File: src/rtl/design_mux_ctrl.sv
// Sequenced pad mux: routes one of NUM_DESIGNS design slots to the IO pads via ISOLATE/WARMUP/ACTIVE.
// Optional TEST_PATTERN_EN makes ID 2**SEL_W-1 drive an internal counter/debug pattern.
module design_mux_ctrl #(
  parameter int unsigned NUM_DESIGNS = 2,
  parameter int unsigned PADS        = 38,
  parameter int unsigned SEL_W       = 4,
  parameter int unsigned DEFAULT_ID  = 0,
  parameter int unsigned ISO_CYCLES  = 4,
  parameter int unsigned WARM_CYCLES = 8
) (
  input  logic                        wb_clk_i,
  input  logic                        wb_rst_i,
  input  logic                        sel_clk,
  input  logic [SEL_W-1:0]            sel_id,
  input  logic [3:0]                  debug,
  input  logic [NUM_DESIGNS*PADS-1:0] des_io_out,
  input  logic [NUM_DESIGNS*PADS-1:0] des_io_oeb,
  output logic [PADS-1:0]             io_out,
  output logic [PADS-1:0]             io_oeb,
  output logic [NUM_DESIGNS-1:0]      des_rst,
  output logic [SEL_W-1:0]            active_id,
  output logic                        switching
);

  localparam int unsigned MAX_CYC = (ISO_CYCLES > WARM_CYCLES) ? ISO_CYCLES : WARM_CYCLES;
  localparam int unsigned CNT_W   = $clog2(MAX_CYC + 1);
  localparam logic [SEL_W:0]   NUM_D  = (SEL_W+1)'(NUM_DESIGNS);
  localparam logic [SEL_W-1:0] DEF_ID = SEL_W'(DEFAULT_ID);

  typedef enum logic [1:0] {ISOLATE, WARMUP, ACTIVE, PARKED} state_t;

  state_t                 state_q, state_d;
  logic [CNT_W-1:0]       cnt_q, cnt_d;
  logic [SEL_W-1:0]       target_q, target_d;
  logic [NUM_DESIGNS-1:0] des_rst_q, des_rst_d;
  logic                   pad_en_q, pad_en_d;
  logic [2:0]             sync_q;
  logic                   sel_evt;
  logic                   slot_d;
  logic                   tp_en_d;

  assign sel_evt = sync_q[1] & ~sync_q[2];
  assign slot_d  = ({1'b0, target_d} < NUM_D);

  function automatic logic id_valid(input logic [SEL_W-1:0] id);
`ifdef TEST_PATTERN_EN
    return ({1'b0, id} < NUM_D) || (id == '1);
`else
    return ({1'b0, id} < NUM_D);
`endif
  endfunction

  always_comb begin
    state_d  = state_q;
    cnt_d    = cnt_q + 1'b1;
    target_d = target_q;
    if (sel_evt) begin
      target_d = sel_id;
      cnt_d    = '0;
      state_d  = ISOLATE;
    end else begin
      case (state_q)
        ISOLATE: if (cnt_q == CNT_W'(ISO_CYCLES - 1)) begin
          state_d = WARMUP;
          cnt_d   = '0;
        end
        WARMUP: if (cnt_q == CNT_W'(WARM_CYCLES - 1)) begin
          state_d = id_valid(target_q) ? ACTIVE : PARKED;
          cnt_d   = '0;
        end
        default: cnt_d = cnt_q;
      endcase
    end
  end

  // Reset and pad gating are computed from the next state so they line up with it.
  always_comb begin
    des_rst_d = '1;
    for (int unsigned k = 0; k < NUM_DESIGNS; k++) begin
      if ((state_d == WARMUP || state_d == ACTIVE) && target_d == SEL_W'(k)) begin
        des_rst_d[k] = 1'b0;
      end
    end
    pad_en_d = (state_d == ACTIVE) && slot_d;
`ifdef TEST_PATTERN_EN
    tp_en_d  = (state_d == ACTIVE) && (target_d == '1);
`else
    tp_en_d  = 1'b0;
`endif
  end

  always_ff @(posedge wb_clk_i or posedge wb_rst_i) begin
    if (wb_rst_i) begin
      state_q   <= ISOLATE;
      cnt_q     <= '0;
      target_q  <= DEF_ID;
      des_rst_q <= '1;
      pad_en_q  <= 1'b0;
      sync_q    <= '0;
    end else begin
      state_q   <= state_d;
      cnt_q     <= cnt_d;
      target_q  <= target_d;
      des_rst_q <= des_rst_d;
      pad_en_q  <= pad_en_d;
      sync_q    <= {sync_q[1:0], sel_clk};
    end
  end

`ifdef TEST_PATTERN_EN
  logic        tp_en_q;
  logic [15:0] tp_cnt_q;

  always_ff @(posedge wb_clk_i or posedge wb_rst_i) begin
    if (wb_rst_i) begin
      tp_en_q  <= 1'b0;
      tp_cnt_q <= '0;
    end else begin
      tp_en_q  <= tp_en_d;
      tp_cnt_q <= tp_en_q ? tp_cnt_q + 16'd1 : '0;
    end
  end
`else
  logic unused_tp;
  assign unused_tp = ^{debug, tp_en_d};
`endif

  always_comb begin
    io_out = '1;
    io_oeb = '1;
    for (int unsigned k = 0; k < NUM_DESIGNS; k++) begin
      if (pad_en_q && target_q == SEL_W'(k)) begin
        io_out = des_io_out[k*PADS +: PADS];
        io_oeb = des_io_oeb[k*PADS +: PADS];
      end
    end
`ifdef TEST_PATTERN_EN
    if (tp_en_q) begin
      io_out[15:0]  = tp_cnt_q;
      io_out[19:16] = debug;
      io_oeb[19:0]  = '0;
    end
`endif
  end

  assign des_rst   = des_rst_q;
  assign active_id = target_q;
  assign switching = (state_q != ACTIVE);

endmodule

File: config.mk
export PLATFORM = sky130hd
export DESIGN_NAME = design_mux_ctrl
export DESIGN_NICKNAME = d
export VERILOG_FILES = /design/src/rtl/design_mux_ctrl.sv
export SDC_FILE = /design/constraint.sdc
export NUM_CORES = 1
export LEC_CHECK = 0
export BUFFER_PORTS_ARGS = -buffer_cell sky130_fd_sc_hd__buf_4
export CORE_AREA = 5 5 93 95
export CTS_CLUSTER_SIZE = 40
export DETAILED_ROUTE_END_ITERATION = 6
export DIE_AREA = 0 0 98 100
export SKIP_CTS_REPAIR_TIMING = 1
export SYNTH_ARGS = -nofsm -noshare
export SYNTH_HDL_FRONTEND = slang
export SYNTH_SLANG_ARGS = --single-unit
export TNS_END_PERCENT = 10
File: constraint.sdc
create_clock -name wb_clk_i -period 2.95 [get_ports wb_clk_i]
set_clock_uncertainty 0.15 [all_clocks]
set_input_delay 0.885 -clock wb_clk_i [delete_from_list [all_inputs] [get_ports wb_clk_i]]
set_output_delay 0.885 -clock wb_clk_i [all_outputs]
set_load 0.05 [all_outputs]
# Yosys cells after proc, flatten, opt, wreduce, memory -nomap -nowiden
# Index checks and enable logic that the tools add are counted.
[word_totals]
ff_bits = 16
input_bits = 163
[classes]
addsub = 1
magnitude_cmp = 2
eq_ne = 8
mux = 16
bitwise_logic = 2
reduce_logical = 10
[op_table]
columns = ["operator", "count"]
rows = [
  ["2-to-1 mux 38 bit", 4],
  ["2-to-1 mux 4 bit", 4],
  ["== test 4 x 1 -> 1 bit (second input constant)", 2],
  ["logical NOT 4 bit", 2],
  ["< comparator 4 x 2 -> 1 bit (second input constant)", 2],
  ["one-hot mux 4 bit (2 select lines)", 1],
  ["2-to-1 mux 2 bit", 3],
  ["logical AND 1 bit", 5],
  ["adder 4 x 1 -> 4 bit (second input constant)", 1],
  ["== test 2 x 1 -> 1 bit (second input constant)", 2],
  ["== test 4 x 2 -> 1 bit (second input constant)", 1],
  ["== test 4 x 3 -> 1 bit (second input constant)", 1],
  ["one-hot mux 2 bit (2 select lines)", 1],
  ["2-to-1 mux 1 bit", 3],
  ["nonzero test 3 bit", 1],
  ["== test 2 bit (second input constant)", 1],
  ["logical NOT 2 bit", 1],
  ["!= test 2 bit (second input constant)", 1],
  ["AND 1 bit", 1],
  ["logical OR 1 bit", 1],
  ["inverter 1 bit", 1],
]

# Longest topological paths before layout
# Gate-level depths: netlist of the first run.
[depth]
depth_word = 9
mapped_depth = 6
depth_no_buf = 6

# Worst setup path before layout of the first run
# No wires, ideal clock.
[synth_timing]
path_kind = "register to output"
start = "register target_q[1], in the netlist active_id[1]"
end = "output port io_out[10]"
arrival_time_ps = 1966
path_slack_ps = -51
path_stages_with_launch = 6
n_path_buf = 2
cell_sequence = "dfrtp_1 -> nor4b_2 -> nand2_1 -> clkbuf_1 -> clkbuf_1 -> o22a_1"
[synth_between]
elab_chain_cells = 4
[synth_lines]
columns = ["element", "line_no", "text"]
rows = [
  ["start: declaration", "34", "logic [SEL_W-1:0] target_q, target_d;"],
  ["start signal: assignment", "103", "target_q <= target_d;"],
  ["logical NOT 4 bit", "132", "if (pad_en_q && target_q == SEL_W'(k)) begin"],
  ["logical AND 1 bit", "132", ""],
  ["2-to-1 mux 38 bit", "132", ""],
  ["2-to-1 mux 38 bit (*)", "132", ""],
  ["end: declaration", "18", "output logic [PADS-1:0] io_out,"],
]
# Mark *: on every way between the ends. The rest lies on a longest branch, timed or not.

# Final worst setup path of the first run
[layout_timing]
start = "register target_q[3], in the netlist active_id[3]"
end = "output port io_out[12]"
# The elaborated chain is that of the path after synthesis.

==> results of run 1 <==
## Yosys cell counts, types with 3 or more instances
master | instances | area (sq um)
dfrtp_1 | 14 | 350
a21oi_1 | 3 | 15.0
inv_1 | 3 | 11.3
clkbuf_1 | 10 | 37.5
nand2_1 | 9 | 33.8
nor2_1 | 5 | 18.8
o22a_1 | 76 | 666
buf_1 | 4 | 15.0
## area by class of cell
class,count,share of cell area
multi-input cells,119,0.283
inverters,3,0.00325
repair buffers,246,0.544
clock buffers,4,0.0159
well taps,102,0.0369
flip-flops and latches,16,0.117
## metrics by stage
stage | utilization | worst slack (ps) | instances
after floorplan | - | -50.8 | 156
after global placement | 0.443 | 291 | 486
after detailed placement | 0.443 | 248 | 486
after CTS | 0.450 | -35.8 | 490
after global routing | 0.453 | -18.3 | 490
final | 0.453 | 60.8 | 490
## layer usage
metal	vias to the layer above	GRT usage	part of all wire
met3	10	0.0403	0.073
met5	-	0	0
met1	1002	0.221	0.42
met4	0	0.0330	0.015
met2	116	0.272	0.49
li1	1102	-	-
## flip-flops by register name (all words and copies together), names as in the netlist
name       cells
active_id      4
cnt_q          4
des_rst        2
pad_en_q       1
state_q        2
sync_q         3
## where the power goes
part / switching [uW] / internal [uW] / total (uW) / leakage (uW)
registers: 53.2 / 263 / 316 / 0.000196
logic: 147 / 221 / 369 / 0.00133
clock network: 74.9 / 118 / 193 / 0.0000288
total: 275 / 603 / 878 / 0.00155
## worst max-delay path by stage
stage	slack (ps)	depth (start not counted)	end	start
floorplan	-50	5	io_out[17]	active_id[1]
global placement	290	5	io_oeb[9]	active_id[1]
detailed placement	250	5	io_oeb[8]	active_id[1]
CTS	-40	5	io_oeb[8]	active_id[1]
global route	-20	5	io_oeb[8]	active_id[3]
finish	60	5	io_out[12]	active_id[3]
## cells by family after synthesis
group | after synthesis | share of synthesized area
and+or+nand+nor | 27 | 0.108
muxes | 4 | 0.0291
adders and majority gates | 2 | 0.0171
DFF | 16 | 0.275
AOI/OAI and AO/OA | 85 | 0.499
buffers and inverters | 21 | 0.0659
xor gates and xnor gates | 1 | 0.00599
==> results.ini, run 1 <==
[final_layout]
seq_area_sq_um = 404
multi_input_area_sq_um = 981
final_common_cell = buf_4
final_area_sq_mm = 0.00346
final_cell_mix = 241 x buf_4, 73 x o22a_1, 13 x dfrtp_1
fillers = 769
diodes = 0
layout-drive-gt1-share = 0.678
fin_nets = 554
syn_to_final_growth_pct = 137

[sta]
hold-worst-slack_ps = 201
fin_setup_tns_ps = 0
finalSetupViolations = 0
final_max_slew_viol_count = 0
max_freq_ghz = 0.346
period_share = 0.979
worst_pin_slew_ps = 593
slew_headroom = 0.604
rsz0062_at_grt = yes
hold_violations = 0
finalCriticalPeriod_ps = 2890

[place]
numPortBuffers = 241
placed_area_sq_mm = 0.00339
gp_congestion = 0.845
hpwlAfterDp_mm = 7.65

[worst_setup_path]
critPathLaunchType = flop
critPathCaptureType = output port
slowest_stage = dfrtp_2
cp_max_fo = 54
required_ps = 1920
crit_path_cell_trace = nor4b_4, nand2b_2, buf_12, o22a_2, buf_4
path_class = reg -> out
reg2reg_to = des_rst[0]
worst_ep_arrival_time_ps = 1850
crit_family = simple AND/OR/NAND/NOR gates
critPathBufInv = 2
critPathMaxStageDelay_ps = 450
timing.rr.start = cnt_q[0]
ff2ff_setup_slack_ps = 290
r2r_cells = 6

[floorplan]
die_h_um = 100
rows = 32
design.portCount = 246
core_area_sq_mm = 0.00765
fp.dieW_um = 98
design.die.area_sq_mm = 0.00980
start_util = 0.191

[cts]
cts_tree = yes
clk_path_buf_depth = 2
insertion_delay_ps = 250
clockRootBuffer = clkbuf_8
htree_levels = 1
cts-buffers-inserted = 3
clkTransAtPathRegs_ps = 60
clock-sinks = 16

[power_and_ir_drop]
power.density_mw_per_mm2 = 254
total_power_uw = 878
p_leak_uw = 0.00155
ir_worst_vdd_mv = 0.440

[synthesis]
ys_seq_area_frac = 0.275
ys_warn_count = 0
ys_seq_elements = 16
synthArstFlopShare = 1.00
synth_fp_nets = 321
synth_edf_count = 0
avgSynthCellArea_sq_um = 9.38
synth_flop_cell = dfrtp_1
synth_cell_types = 32
syn_area_sq_mm = 0.00146
synth_cells = 156

[route]
routed_wirelength_mm = 9.11
drt_iter0_drc = 59
antenna_left = 0
drc = 0
drt-pass1-iter-count = 4
vias = 2230
wl_per_cell_um = 18.6
routed_via_density = 4.55

[hold_path]
min_to = sync_q[1]
hold_depth = 0
worstHoldStart = sync_q[0]
hold_class = reg -> reg

[global_route]
grt_pass1_wl_mm = 13.0
grt_max_degree = 55
grt_overflow = 0
grtUsageTotal = 0.165
antenna_found_initial = 0
first_global_vias = 2252

[outcome]
status = complete, no violations

[flow_run]
max-cap-violations = 0

No activity file was read; power rests on OpenSTA's default activity.
==> run 2, diff against run 1 <==
==> constraint.sdc (replaced) <==
create_clock -name wb_clk_i -period 2.4 [get_ports wb_clk_i]
set_clock_uncertainty 0.15 [all_clocks]
set_input_delay 0.72 -clock wb_clk_i [delete_from_list [all_inputs] [get_ports wb_clk_i]]
set_output_delay 0.72 -clock wb_clk_i [all_outputs]
set_load 0.02 [all_outputs]
==> run 2 against run 1 <==
The run now ends with setup timing left. Total power up 22%. Critical path type unchanged. Clock power up 4%. Non-clock buffer count up 17. Via count up 6.7%. Routed wire length up 16%. Combinational power up 35%. Critical path depth up 1. Global-route usage up 0.84 points. Sequential power up 19%. Sequential share of layout area down 1.2 points. Core utilization up 5.3 points.
==> results.ini, run 2 (synthesized netlist as in run 1, its figures left out) <==
[power_and_ir_drop]
ir_worst_vdd_mv = 0.368  ; -16%
p_leak_uw = 0.00176  ; +14%
power.density_mw_per_mm2 = 278  ; +9.7%
total_power_uw = 1080  ; +22%

[worst_setup_path]
ff2ff_setup_slack_ps = -100  ; -390 ps
cp_common_cell = buf_4
slowest_stage = dfrtp_1
critPathCaptureType = output port
crit_path_cell_trace = nor4b_4, buf_4, nand2b_4, clkbuf_16, o22a_1, buf_4
critPathMaxStageDelay_ps = 400  ; -50 ps
reg2reg_to = des_rst[0]
required_ps = 1530  ; -390 ps
timing.rr.start = cnt_q[0]
r2r_cells = 6  ; unchanged
cp_max_fo = 24  ; -56%
critPathBufInv = 3  ; +1
worst_ep_arrival_time_ps = 1770  ; -80 ps
crit_path_start = active_id[3]
path_class = reg -> out
crit_family = buffers and inverters
critPathLaunchType = flop

[sta]
slew_headroom = 0.616  ; +0.0125
worst_pin_slew_ps = 575  ; -18.7 ps
max_freq_ghz = 0.378
rsz0062_at_grt = yes
fin_setup_tns_ps = -16910  ; -16910 ps
finalSetupViolations = 78  ; +78
fin_ws_ps = -242  ; -303 ps
hold_violations = 0  ; unchanged
period_share = 1.10
final_max_slew_viol_count = 0  ; unchanged
finalCriticalPeriod_ps = 2640

[outcome]
status = complete, but fails checks
violations = setup timing

[final_layout]
syn_to_final_growth_pct = 164
fillers = 737  ; -4.2%
fin_nets = 572  ; +3.2%
final_core_util = 0.506  ; +0.0528
diodes = 0  ; unchanged
layout-drive-gt1-share = 0.764  ; +0.0857
final_cell_mix = 222 x buf_4, 46 x o22a_1, 33 x buf_6
final_area_sq_mm = 0.00387  ; +12%
final_common_cell = buf_4

[floorplan]
rows = 32  ; unchanged
fp.dieW_um = 98  ; unchanged
start_util = 0.191  ; unchanged
core_area_sq_mm = 0.00765  ; unchanged
die_h_um = 100  ; unchanged
design.die.area_sq_mm = 0.00980  ; unchanged
design.portCount = 246  ; unchanged

[global_route]
antenna_found_initial = 1  ; +1
grt_max_degree = 50  ; -9.1%
grt_overflow = 0  ; unchanged
grt_pass1_wl_mm = 13.6  ; +4.5%
grtUsageTotal = 0.174  ; +0.00844
first_global_vias = 2269  ; +0.75%

[cts]
cts_tree = yes
clkTransAtPathRegs_ps = 60  ; about the same
clockRootBuffer = clkbuf_8
insertion_delay_ps = 240  ; about the same
htree_levels = 1  ; unchanged
clock-sinks = 16  ; unchanged
clk_path_buf_depth = 2  ; unchanged
cts-buffers-inserted = 3  ; unchanged

[route]
wl_per_cell_um = 20.7  ; +12%
antenna_left = 0  ; unchanged
routed_wirelength_mm = 10.5  ; +16%
drt_iter0_drc = 74  ; +25%
drt-pass1-iter-count = 4  ; unchanged
drc = 0  ; unchanged
routed_via_density = 4.69  ; +2.9%
vias = 2380  ; +6.7%

[place]
gp_congestion = 0.843  ; -0.18%
numPortBuffers = 241  ; unchanged
placed_area_sq_mm = 0.00348  ; +2.9%
hpwlAfterDp_mm = 7.99  ; +4.5%

[hold_path]
worstHoldStart = sync_q[0]
min_to = sync_q[1]
hold_depth = 0  ; unchanged
hold_class = reg -> reg

[flow_run]
max-cap-violations = 0  ; unchanged

-- run 2: changes by cell type in the layout (fill, tap and decap cells not counted), moves of 2 or more --
cell       before  now
o22a_1         73   46
buf_4         241  222
o22a_4          0    2
clkbuf_16       0    5
buf_6           3   33
o22a_2          3   28
-- run 2: final cells by class --
| class | count | area [sq um] | share of cell area |
|---|---|---|---|
| Multi-Input combinational cell | 120 | 1050 | 0.273 |
| Inverter | 3 | 11.3 | 0.00291 |
| Sequential cell | 16 | 404 | 0.105 |
| Clock buffer | 4 | 45.0 | 0.0117 |
| Timing Repair Buffer | 263 | 2220 | 0.575 |
| Tap cell | 102 | 128 | 0.0330 |
-- run 2: worst max path at each step --
stage / to / depth (start not counted) / slack [ps]
finish: io_oeb[21] / 6 / -240
global route: io_oeb[8] / 6 / -320
CTS: io_out[8] / 5 / -280
detailed placement: des_rst[0] / 6 / -100
global placement: des_rst[1] / 6 / -90
floorplan: des_rst[0] / 6 / -60
-- run 2: metrics by stage --
| step | worst slack (ps) | instances | hold slack, ps |
|---|---|---|---|
| 2_1_floorplan | -64.9 | 156 | 181 |
| 3_3_place_gp | -93.5 | 494 | 189 |
| 3_5_place_dp | -105 | 494 | 193 |
| 4_1_cts | -275 | 498 | 207 |
| 5_1_grt | -316 | 508 | 229 |
| 6_report | -242 | 508 | 208 |
-- run 2: power breakdown --
part | internal, uW | switching [uW] | leakage, uW
registers | 323 | 52.9 | 0.000196
clock network | 117 | 82.5 | 0.0000228
logic | 322 | 177 | 0.00154
total | 763 | 312 | 0.00176
-- run 2: layer usage --
layer	vias up	wire (um)	GRT usage
li1	1148	-	-
met2	122	5330	0.301
met1	1102	4220	0.222
met4	2	66	0.0170
met5	-	13	0
met3	6	908	0.0507
-- run 2: worst reg2reg max path, cell delays in order (launching register included) --
cell and delay (ps):
dfrtp_1 350, ha_2 180, or3b_4 380, or4_4 420, a31oi_1 170, ha_1 260, or4_1 510
